===== src/rtl/scsi_pkg.sv =====
// ============================================================================
// Module   : scsi_pkg
// Brief    : Shared types and constants for the SCSI io-controller arbiter.
// Revision : 1.0 - initial release
// ============================================================================
`default_nettype none

package scsi_pkg;

  // Width of a target index on the host side (covers up to 8 targets).
  localparam int DEV_IDX_W = 3;

  // Arbiter sequencing states.
  typedef enum logic [1:0] {
    IDLE = 2'd0,
    REQ  = 2'd1,
    XFER = 2'd2,
    DONE = 2'd3
  } state_t;

  // Committed block operation for the current grant.
  typedef enum logic {
    OP_RD = 1'b0,
    OP_WR = 1'b1
  } op_t;

endpackage

`default_nettype wire


===== src/rtl/scsi_rr_pick.sv =====
// ============================================================================
// Module   : scsi_rr_pick
// Brief    : Combinational round-robin picker. Returns the first set request
//            bit at or after i_ptr, wrapping modulo DEVS.
// Revision : 1.0 - initial release
// ============================================================================
`default_nettype none

module scsi_rr_pick
  import scsi_pkg::*;
#(
  parameter int DEVS = 2
) (
  input  logic [DEVS-1:0]      i_req,
  input  logic [DEV_IDX_W-1:0] i_ptr,
  output logic [DEV_IDX_W-1:0] o_idx,
  output logic                 o_valid
);

  int w_cand;

  // Walk candidates starting at the pointer; the first pending one wins.
  always_comb begin
    o_idx   = '0;
    o_valid = 1'b0;
    w_cand  = 0;
    for (int k = 0; k < DEVS; k++) begin
      w_cand = int'(i_ptr) + k;
      if (w_cand >= DEVS) w_cand = w_cand - DEVS;
      for (int i = 0; i < DEVS; i++) begin
        if (!o_valid && (i == w_cand) && i_req[i]) begin
          o_valid = 1'b1;
          o_idx   = DEV_IDX_W'(i);
        end
      end
    end
  end

endmodule

`default_nettype wire


===== src/rtl/scsi_io_arb.sv =====
// ============================================================================
// Module   : scsi_io_arb
// Brief    : Round-robin arbiter sharing one io-controller sector port between
//            DEVS SCSI targets. Steers ack, buffer strobe and write data to the
//            granted target only.
//            Optional macro SCSI_ARB_TMO_EN adds a REQ/XFER watchdog
//            (TMO_CYCLES) and the sticky o_tmo_err output.
// Revision : 1.0 - initial release
// ============================================================================
`default_nettype none

module scsi_io_arb
  import scsi_pkg::*;
#(
  parameter int DEVS = 2
`ifdef SCSI_ARB_TMO_EN
  , parameter logic [31:0] TMO_CYCLES = 32'd50_000_000
`endif
) (
  input  logic                 i_clk,
  input  logic                 i_reset,
  input  logic [32*DEVS-1:0]   i_tgt_lba,
  input  logic [DEVS-1:0]      i_tgt_rd,
  input  logic [DEVS-1:0]      i_tgt_wr,
  output logic [DEVS-1:0]      o_tgt_ack,
  input  logic [16*DEVS-1:0]   i_tgt_buff_din,
  output logic [DEVS-1:0]      o_tgt_buff_wr,
  output logic [31:0]          o_io_lba,
  output logic                 o_io_rd,
  output logic                 o_io_wr,
  input  logic                 i_io_ack,
  output logic [DEV_IDX_W-1:0] o_io_dev,
  input  logic                 i_sd_buff_wr,
  output logic [15:0]          o_sd_buff_din,
`ifdef SCSI_ARB_TMO_EN
  output logic                 o_tmo_err,
`endif
  output logic                 o_busy
);

  state_t               r_state;
  logic [DEV_IDX_W-1:0] r_ptr;
  logic [DEV_IDX_W-1:0] r_gnt;
  logic [DEVS-1:0]      r_tgt_ack;
  logic [31:0]          r_io_lba;
  logic                 r_io_rd;
  logic                 r_io_wr;
  logic [DEV_IDX_W-1:0] r_io_dev;
  logic                 r_busy;

  logic [DEV_IDX_W-1:0] w_pick_idx;
  logic                 w_pick_valid;
  logic [31:0]          w_pick_lba;
  logic                 w_pick_rd;
  op_t                  w_pick_op;
  logic [DEVS-1:0]      w_gnt_oh;
  logic [15:0]          w_gnt_din;
  logic                 w_tmo;

`ifdef SCSI_ARB_TMO_EN
  logic [31:0]          r_tmo_cnt;
  logic                 r_tmo_err;
`endif

  scsi_rr_pick #(
    .DEVS (DEVS)
  ) u_pick (
    .i_req   (i_tgt_rd | i_tgt_wr),
    .i_ptr   (r_ptr),
    .o_idx   (w_pick_idx),
    .o_valid (w_pick_valid)
  );

  // Select the candidate's LBA/op and decode the current grant.
  always_comb begin
    w_pick_lba = '0;
    w_pick_rd  = 1'b0;
    w_gnt_oh   = '0;
    w_gnt_din  = '0;
    for (int i = 0; i < DEVS; i++) begin
      if (w_pick_idx == DEV_IDX_W'(i)) begin
        w_pick_lba = i_tgt_lba[32*i +: 32];
        w_pick_rd  = i_tgt_rd[i];
      end
      if (r_gnt == DEV_IDX_W'(i)) begin
        w_gnt_oh[i] = 1'b1;
        w_gnt_din   = i_tgt_buff_din[16*i +: 16];
      end
    end
  end

  // Read wins when a target raises rd and wr together.
  assign w_pick_op = w_pick_rd ? OP_RD : OP_WR;

`ifdef SCSI_ARB_TMO_EN
  assign w_tmo = ((r_state == REQ) || (r_state == XFER)) &&
                 (r_tmo_cnt == TMO_CYCLES - 32'd1);
`else
  assign w_tmo = 1'b0;
`endif

  // Arbitration / handshake sequencer with registered host-side outputs.
  always_ff @(posedge i_clk or posedge i_reset) begin
    if (i_reset) begin
      r_state   <= IDLE;
      r_ptr     <= '0;
      r_gnt     <= '0;
      r_tgt_ack <= '0;
      r_io_lba  <= '0;
      r_io_rd   <= 1'b0;
      r_io_wr   <= 1'b0;
      r_io_dev  <= '0;
      r_busy    <= 1'b0;
`ifdef SCSI_ARB_TMO_EN
      r_tmo_cnt <= '0;
      r_tmo_err <= 1'b0;
`endif
    end else begin
`ifdef SCSI_ARB_TMO_EN
      r_tmo_cnt <= r_tmo_cnt + 32'd1;
`endif
      case (r_state)
        IDLE: begin
          r_tgt_ack <= '0;
          if (w_pick_valid) begin
            r_gnt    <= w_pick_idx;
            r_io_dev <= w_pick_idx;
            r_io_lba <= w_pick_lba;
            r_io_rd  <= (w_pick_op == OP_RD);
            r_io_wr  <= (w_pick_op == OP_WR);
            r_busy   <= 1'b1;
            r_state  <= REQ;
`ifdef SCSI_ARB_TMO_EN
            r_tmo_cnt <= '0;
`endif
          end
        end
        REQ: begin
          if (w_tmo) begin
            r_io_rd   <= 1'b0;
            r_io_wr   <= 1'b0;
            r_tgt_ack <= w_gnt_oh;
            r_busy    <= 1'b0;
            r_state   <= DONE;
`ifdef SCSI_ARB_TMO_EN
            r_tmo_err <= 1'b1;
`endif
          end else if (i_io_ack) begin
            r_io_rd   <= 1'b0;
            r_io_wr   <= 1'b0;
            r_tgt_ack <= w_gnt_oh;
            r_state   <= XFER;
`ifdef SCSI_ARB_TMO_EN
            r_tmo_cnt <= '0;
`endif
          end
        end
        XFER: begin
          if (w_tmo) begin
            r_tgt_ack <= w_gnt_oh;
            r_busy    <= 1'b0;
            r_state   <= DONE;
`ifdef SCSI_ARB_TMO_EN
            r_tmo_err <= 1'b1;
`endif
          end else if (i_io_ack) begin
            r_tgt_ack <= w_gnt_oh;
          end else begin
            r_tgt_ack <= '0;
            r_busy    <= 1'b0;
            r_state   <= DONE;
          end
        end
        DONE: begin
          r_tgt_ack <= '0;
          r_busy    <= 1'b0;
          r_ptr     <= (r_gnt == DEV_IDX_W'(DEVS - 1)) ? '0 : r_gnt + 1'b1;
          r_state   <= IDLE;
        end
        default: r_state <= IDLE;
      endcase
    end
  end

  assign o_tgt_ack     = r_tgt_ack;
  assign o_io_lba      = r_io_lba;
  assign o_io_rd       = r_io_rd;
  assign o_io_wr       = r_io_wr;
  assign o_io_dev      = r_io_dev;
  assign o_busy        = r_busy;
  assign o_sd_buff_din = r_busy ? w_gnt_din : 16'h0000;
  // Host strobes reach only the granted target, and only while io_ack is up.
  assign o_tgt_buff_wr = ((r_state == REQ) || (r_state == XFER)) ?
                         (w_gnt_oh & {DEVS{i_sd_buff_wr & i_io_ack}}) : '0;
`ifdef SCSI_ARB_TMO_EN
  assign o_tmo_err     = r_tmo_err;
`endif

endmodule

`default_nettype wire


===== config.mk =====
export PLATFORM = sky130hd
export DESIGN_NAME = scsi_io_arb
export DESIGN_NICKNAME = d
export VERILOG_FILES = /design/src/rtl/scsi_pkg.sv /design/src/rtl/scsi_rr_pick.sv /design/src/rtl/scsi_io_arb.sv
export SDC_FILE = /design/constraint.sdc
export NUM_CORES = 1
export LEC_CHECK = 0
export ABC_AREA = 1
export CORE_UTILIZATION = 45
export CTS_CLUSTER_DIAMETER = 40
export DETAILED_ROUTE_END_ITERATION = 7
export DONT_BUFFER_PORTS = 1
export SYNTH_ARGS = -nofsm -noshare
export SYNTH_HDL_FRONTEND = slang
export SYNTH_SLANG_ARGS = --single-unit

===== constraint.sdc =====
create_clock -name i_clk -period 1.4 [get_ports i_clk]
set_clock_uncertainty 0.1 [all_clocks]
set_input_delay 0.14 -clock i_clk [delete_from_list [all_inputs] [get_ports i_clk]]
set_output_delay 0.14 -clock i_clk [all_outputs]
set_load 0.05 [all_outputs]

==> results of run 1 <==
cell families (layout without fill, tap and decap cells):
kind of cell             after synthesis  in the layout
adder cells (fa/ha/maj)                5              5
buffers and inverters                 98            191
AO/OA/AOI/OAI                         20             20
other                                  1              3
AND/OR/NAND/NOR                      235            235
flip-flops                            41             41
tightest hold or removal path, cell delays in order:
cell,delay (ns)
inv_1,0.02
nand3_1,0.07
nand3_1,0.08
nand2_1,0.06
sequential cells by signal, summed over array words and instances (netlist names):
| signal | cells |
|---|---|
| o_busy | 1 |
| r_state | 2 |
| o_io_wr | 1 |
| o_io_lba | 32 |
| o_io_rd | 1 |
| o_tgt_ack | 2 |
| r_ptr | 1 |
| o_io_dev | 1 |
cell usage after synthesis, types with 2 or more instances:
cell     number
o21ai_0       9
buf_2        13
dfrtp_1      41
ha_1          5
buf_6         3
nand2_4       2
nand2_1     117
buf_4         3
nor2_1       38
inv_1        73
inv_2         3
nand3_1      75
o21ai_1       9
worst max path at each step:
stage	slack, ns	endpoint
3_5_place_dp	-0.10	o_io_lba[20]
2_1_floorplan	-0.11	o_tgt_buff_wr[0]
6_report	-0.23	o_sd_buff_din[5]
5_1_grt	-0.29	o_sd_buff_din[5]
4_1_cts	-0.22	o_tgt_buff_wr[0]
3_3_place_gp	-0.08	r_state[0]
final cells by class:
type                       instances  area (µm²)  area share, %
antenna                            1       2.502        0.06064
sequential                        41        1031          24.98
timing repair buffer             106        1161          28.14
tap                               72       90.09          2.183
inverter                          77       306.5          7.429
clock buffer                       8       90.09          2.183
multi-input combinational        262        1445          35.02
where the power goes:
group          internal, mW  switching (mW)  total [mW]
Sequential             1.77            1.80        3.57
Combinational          2.37            3.94        6.31
Clock                 0.402           0.398       0.801
routing by layer:
| metal | GRT usage (%) | wire (µm) |
|---|---|---|
| met4 | 8.148 | 124 |
| met5 | 0 | 0 |
| met3 | 6.047 | 570 |
| met1 | 31.90 | 3200 |
| met2 | 51.58 | 4451 |
repair_timing:
| item | in CTS | in global routing |
|---|---|---|
| setup buffers | 6 | 1 |
| hold buffers | 64 | 1 |
| pin swaps | 6 | 2 |
| resized for setup | 32 | 10 |
| endpoints found under the setup margin | 56 | 57 |
| hold endpoints to repair | 77 | 2 |
per-stage QoR:
stage                     hold slack (ns)  TNS, ns
after global routing              0.01091   -4.444
after global placement           -0.04286   -1.143
after CTS                        0.001490   -3.320
final                            0.006147   -3.248
after detailed placement         -0.03801   -2.599
after floorplan                    0.2224  -0.6249
==> results.cfg, run 1 <==
[worst_setup_path]
start_kind = flip-flop
cp.depth = 3
crit_path_max_incr_delay_ns = 0.48
reg2reg_depth = 8
cp-startpoint = o_io_dev[0]
worstSetupPathType = reg -> out
critPathTopFamily = flip-flops
rr_endpoint = o_io_wr
cp_slowest_cell = dfrtp_2
crit_required_ns = 1.16
crit_path_end_kind = output port
worstPathArrival_ns = 1.39
rrSetupSlack_ns = -0.01
reg2reg_from = r_state[0]
crit_chain = o21ai_0 -> nor2_4 -> buf_12
critPathBufInv = 1
cp_max_fo = 6

[clocking]
cts_buffers = 5
clockBufferDepth = 2
cts_tree = yes
cts_root_buf = clkbuf_8
numClockSinks = 41
cts.htree.levels = 2
clkSlewWorstSetupHoldPaths_ns = 0.08
clock_latency_ns = 0.29

[power]
power.density_mw_per_mm2 = 2590
ir_worst_vdd_mv = 1.500
p_total_mw = 10.69
power.leakage_nw = 2.176

[placed_design]
place_congestion = 0.8412
numPortBuffers = 0
place_inst = 486
dp_hpwl_um = 5155
pre_cts_slack_ns = -0.1013
placedInstanceArea_mm2 = 0.003173

[synth]
synth.area.mux_share_pct = 0
async_flop_share_pct = 100.0
synth_warnings = 0
syn_area_mm2 = 0.002621
yosysTopAreaCell = dfrtp_1
synth_top_cell_area_share_pct = 39.14
synthFlopType = dfrtp_1
synth_xor_area_share_pct = 0
syn-instance-count = 400
seq_area_frac_synth_pct = 39.14
synth_edf_count = 0
synth_top_family_by_area = simple AND/OR/NAND/NOR gates
ys_seq_elements = 41
synth_compound_area_share_pct = 4.248
synthSimpleGateAreaFrac_pct = 38.04
avgSynthCellArea_um2 = 6.553
synth-adder-area-share_pct = 2.387
synth_cell_types = 22
synthTopCellsByArea = dfrtp_1 (39%), nand2_1 (17%), nand3_1 (14%)

[routing]
drtAntennaViolNets = 0
num_vias = 2880
drt-pass1-iter-count = 5
wl_um = 8347
wl_per_cell_um = 14.72
drt_iter0_markers = 157
drt-vias-per-instance = 5.079
drc = 0

[die]
start_util_pct = 47.03
die_area_mm2 = 0.006134
core-area_mm2 = 0.005574
fp-row-count = 27
fp.dieW_um = 78.32
io_pins = 162
die_h_um = 78.32

[timing]
slew_headroom_pct = 65.99
max_freq_ghz = 0.6140
fin_crit_ns = 1.629
setup_violations = 20
rsz0062_at_grt = yes
timing.final.crit_share_pct = 116.3
setup_slack_ns = -0.2286
final_hold_viol_count = 0
slew_viol_final = 0
worstMarginPinSlew_ns = 0.5102

[global_route]
grt_use_total_pct = 27.86
grt_pass1_vias = 2868
overflow = 0
antenna_found_initial = 0
grt_pass1_wl_um = 13410
grt_max_degree = 36

[cells_and_area]
synthToLayoutAreaGrowth_pct = 57.42
most-common-layout-cells = nand2_1 (116), nand3_1 (73), inv_1 (69), dlygate4sd3_1 (65), dfrtp_1 (39)
layout_commonest_cell = nand2_1
drive_above_1_share_pct = 19.84
final_core_utilization_pct = 74.03
fillers = 440
nNetsFinal = 602
stdcell_area_mm2 = 0.004126
final_cells = 567

[hold_path]
hp-class = in -> reg
holdPathEnd = o_io_lba[26]
hp-start = i_tgt_lba[58]
whs_path_depth = 4

[outcome]
status = finished with violations
violations = negative setup slack

[flow_run]
maxCapViolations = 0
Power figures use the tool's default switching activity.
==> run 2: changes to the inputs <==
- REMOVE_ABC_BUFFERS: unset -> 1
- TNS_END_PERCENT: unset -> 10
==> results.cfg, run 2 (synthesized netlist as in run 1, its figures left out) <==
[outcome]
status = finished with violations
violations = negative hold slack, negative setup slack

[power]
clkPwrFrac_pct = 7.3
internal-power_mw = 4.272
power.leakage_nw = 2.158
power.density_mw_per_mm2 = 2579
p_sw_mw = 5.863
combPwrFrac_pct = 57.9
power_frac_seq_pct = 34.8
swShare_pct = 57.85
ir_worst_vdd_mv = 1.340

[cells_and_area]
nNetsFinal = 609
final_cells = 573
drive_above_1_share_pct = 16.57
layout_commonest_cell = nand2_1
largest_register_ffs = 32
most-common-layout-cells = nand2_1 (115), nand3_1 (73), inv_1 (68), dlygate4sd3_1 (63), dfrtp_1 (40)
antennaDiodeCount = 0
synthToLayoutAreaGrowth_pct = 49.93

[die]
fp-row-count = 27
fp.dieW_um = 78.32
io_pins = 162
start_util_pct = 47.03
die_area_mm2 = 0.006134
core-area_mm2 = 0.005574
die_h_um = 78.32

[routing]
drt-met1-wl_um = 3026
wl_per_cell_um = 14.34
num_vias = 2892
drt-pass1-iter-count = 4
highest_layer = met4
wl_um = 8215
wl_met2_um = 4377
route.met3.wl_um = 647
drc = 0
drt_iter0_markers = 122
drtAntennaViolNets = 0
drt-vias-per-instance = 5.047

[worst_setup_path]
crit_path_end_kind = output port
cp-startpoint = o_io_dev[0]
cp_max_fo = 9
critPathBufInv = 2
worstSetupPathType = reg -> out
start_kind = flip-flop
crit_path_max_incr_delay_ns = 0.49
crit_required_ns = 1.16
worstPathArrival_ns = 1.37
cp_slowest_cell = dfrtp_2
reg2reg_from = r_state[1]
crit_chain = buf_12 -> o21ai_1 -> nor2_1 -> buf_6
critPathTopFamily = flip-flops

[timing]
setup_slack_ns = -0.2073
slew_viol_final = 0
setup_violations = 22
timing.final.crit_share_pct = 114.8
worstMarginPinSlew_ns = 0.5101
hold_slack_ns = -0.0001220
max_freq_ghz = 0.6222
final_hold_viol_count = 1
fin_crit_ns = 1.607
rsz0062_at_grt = yes
slew_headroom_pct = 65.99

[clocking]
cts_tree = yes
cts_buffers = 5
clock_latency_ns = 0.29
numClockSinks = 41
clkSlewWorstSetupHoldPaths_ns = 0.08
cts.htree.levels = 2
clockBufferDepth = 2
cts_root_buf = clkbuf_8

[hold_path]
hp-start = i_io_ack
hp-class = in -> reg

[global_route]
overflow = 0
grt_max_degree = 42
grt_use_total_pct = 26.81
grt_pass1_wl_um = 12730
grt_pass1_vias = 2826
antenna_found_initial = 0

[placed_design]
place_inst = 495
place_congestion = 0.8129
pre_cts_slack_ns = -0.09682
numPortBuffers = 0
dp_hpwl_um = 4707

[flow_run]
maxCapViolations = 0
-- run 2: changes by cell type in the layout (fill, tap and decap cells not counted), sizes merged --
| cell | change |
|---|---|
| buf | +8 |
| clkbuf | +1 |
| clkinv | -1 |
| diode | -1 |
| dlygate4sd3 | -2 |
| inv | +1 |
-- run 2: worst paths after layout --
path	endpoint	slack [ns]	depth (start not counted)
worst max-delay path	o_sd_buff_din[13]	-0.21	4
worst min-delay path	r_state[1]	-0.0001	3
worst max register to register	r_state[1]	-0.06	10
worst min register to register	o_io_lba[8]	0.38	2
max in group asynchronous	o_io_dev[0]	0.76	3
min in group asynchronous	o_io_lba[22]	0.23	3
-- run 2: metrics by stage --
stage	instance area, µm²	TNS, ns	utilization [%]	hold WS, ns	power, mW
2_1_floorplan	2496	-13.67	-	0.2224	6.846
3_3_place_gp	2922	-0.5306	52.41	-0.02995	8.348
3_5_place_dp	2922	-2.408	52.41	-0.02755	8.397
4_1_cts	3781	-2.358	67.83	0.001481	9.735
5_1_grt	3930	-4.503	70.51	0.006108	10.76
6_report	3930	-3.160	70.51	-0.0001220	10.13
-- run 2: power by group through the flow --
stage / Sequential (mW) / Combinational, mW / Clock (mW)
after floorplan: 4.03 / 2.81 / 0
after global placement: 3.51 / 4.83 / 0
after detailed placement: 3.51 / 4.89 / 0
after CTS: 3.51 / 5.46 / 0.772
after global routing: 3.60 / 6.33 / 0.821
final: 3.53 / 5.86 / 0.743
-- run 2: repair_timing --
action / 4_1_cts / 5_1_grt
setup buffers: 4 / 2
hold buffers: 63 / 0
pin swaps: 2 / 7
gates resized for setup: 42 / 26
endpoints found under the setup margin: 53 / 57
gates cloned: 0 / 1
hold endpoints to repair: 75 / 0
-- run 2: worst min-delay path, cell delays in order --
cell and delay [ns]:
nand2_2 0.05, nand4_1 0.09, nand2_1 0.06
-- run 2: layout make-up --
class	instances	area [µm²]
multi-input cells	262	1290
repair buffers	113	1139
flip-flops and latches	41	1027
well taps	72	90.09
inverters	77	304.0
clock buffers	8	80.08
fillers	425	1644
-- run 2: metal layers --
layer	track usage, %	vias to the layer above
met5	0	-
met4	8.704	0
met3	5.465	22
met2	52.02	156
met1	28.54	1307
li1	-	1407
==> run 3: changes to the inputs <==
- clock period: 1.4 -> 1.8 ns (I/O delays scaled with it)
==> results.cfg, run 3 (synthesized netlist as in run 1, its figures left out) <==
[outcome]
status = finished clean

[die]
core-area_mm2 = 0.005574
die_area_mm2 = 0.006134
fp-row-count = 27
io_pins = 162
fp.dieW_um = 78.32
die_h_um = 78.32
start_util_pct = 47.03

[routing]
wl_um = 6867
route.met3.wl_um = 484
drc = 0
wl_met2_um = 3443
wl_per_cell_um = 13.41
drt-met1-wl_um = 2762
drtAntennaViolNets = 0
drt-pass1-iter-count = 4
drt_iter0_markers = 97
drt-vias-per-instance = 5.023
num_vias = 2572
highest_layer = met4

[power]
power.leakage_nw = 1.864
power.density_mw_per_mm2 = 2229
ir_worst_vdd_mv = 1.290

[worst_setup_path]
cp_slowest_cell = dfrtp_1
crit_path_max_incr_delay_ns = 0.43
crit_path_end_kind = output port
crit_required_ns = 1.52
worstSetupPathType = reg -> out
worstPathArrival_ns = 1.43
start_kind = flip-flop
cp_common_cell = nor2_1
cp_max_fo = 19
crit_chain = inv_2 -> nor2_1 -> nor2_1 -> buf_4

[global_route]
antenna_found_initial = 0
overflow = 0
grt_use_total_pct = 23.16
grt_max_degree = 36
grt_pass1_vias = 2434
grt_pass1_wl_um = 11030

[timing]
slew_headroom_pct = 64.11
final_hold_viol_count = 0
rsz0062_at_grt = no
timing.final.crit_share_pct = 94.73
max_freq_ghz = 0.5864
setup_tns_ns = 0
slew_viol_final = 0
fin_crit_ns = 1.705
hold_slack_ns = 0.005687
setup_violations = 0
worstMarginPinSlew_ns = 0.5384

[cells_and_area]
layout_commonest_cell = nand2_1
stdcell_area_mm2 = 0.003206
most-common-layout-cells = nand2_1 (117), nand3_1 (75), inv_1 (71), dfrtp_1 (40), nor2_1 (36)
antennaDiodeCount = 0
drive_above_1_share_pct = 11.14
final_cells = 512
synthToLayoutAreaGrowth_pct = 22.29
nNetsFinal = 548
largest_register_ffs = 32

[clocking]
cts_tree = yes
clkSlewWorstSetupHoldPaths_ns = 0.08
numClockSinks = 41
cts_buffers = 5
cts_root_buf = clkbuf_8
clockBufferDepth = 2
cts.htree.levels = 2
clock_latency_ns = 0.29

[placed_design]
place_inst = 477
placedInstanceArea_mm2 = 0.002786
dp_hpwl_um = 4857
numPortBuffers = 0
place_congestion = 0.8108

[hold_path]
hp-class = in -> reg

[flow_run]
maxCapViolations = 0
-- run 3: worst paths after layout --
| kind | startpoint | to | slack, ns | depth (start not counted) |
|---|---|---|---|---|
| min | i_tgt_lba[3] | o_io_lba[3] | 0.006 | 4 |
| min reg2reg | r_state[1] | r_state[1] | 0.42 | 2 |
| max in group asynchronous | i_reset | o_io_lba[31] | 0.89 | 3 |
| min in group asynchronous | i_reset | o_io_lba[22] | 0.24 | 2 |
| max reg2reg | r_state[0] | o_io_lba[7] | 0.25 | 6 |
| max | o_io_dev[0] | o_sd_buff_din[2] | 0.09 | 4 |
-- run 3: power breakdown --
group / switching [mW] / total, mW / internal [mW]
Clock: 0.326 / 0.777 / 0.451
Combinational: 2.18 / 3.22 / 1.03
Sequential: 1.79 / 3.15 / 1.36
-- run 3: layer usage --
| metal | up-vias | GRT usage [%] |
|---|---|---|
| li1 | 1283 | - |
| met1 | 1145 | 24.93 |
| met2 | 129 | 43.42 |
| met3 | 15 | 5.116 |
| met4 | 0 | 9.444 |
| met5 | - | 0 |
-- run 3: repair_timing --
| item | in CTS | in global routing |
|---|---|---|
| setup endpoints to repair | 4 | 6 |
| hold endpoints to repair | 42 | 0 |
| hold buffers | 25 | 0 |
| gates resized for setup | 2 | 7 |
| buffers inserted | 1 | 1 |
-- run 3: worst max-delay path: cells and delay by family (launching register included) --
kind / cells / cell delay [ns]
flops: 1 / 0.43
buf+inv: 2 / 0.48
simple gates: 2 / 0.21
-- run 3: area by class of cell --
class | instances | area (µm²)
Tap cell | 72 | 90.09
Timing Repair Buffer | 52 | 480.5
Clock inverter | 2 | 37.54
Multi-Input combinational cell | 262 | 1196
Inverter | 77 | 291.5
Clock buffer | 6 | 82.58
Sequential cell | 41 | 1027
Fill cell | 522 | 2369
-- run 3: per-stage QoR --
stage / setup WS, ns / total power [mW] / util (%)
3_5_place_dp: 0.1259 / 6.262 / 49.99
5_1_grt: 0.01472 / 7.607 / 57.51
6_report: 0.09477 / 7.144 / 57.51
4_1_cts: 0.01051 / 7.112 / 56.90
3_3_place_gp: 0.2120 / 6.201 / 49.99
2_1_floorplan: -0.3403 / 5.324 / -
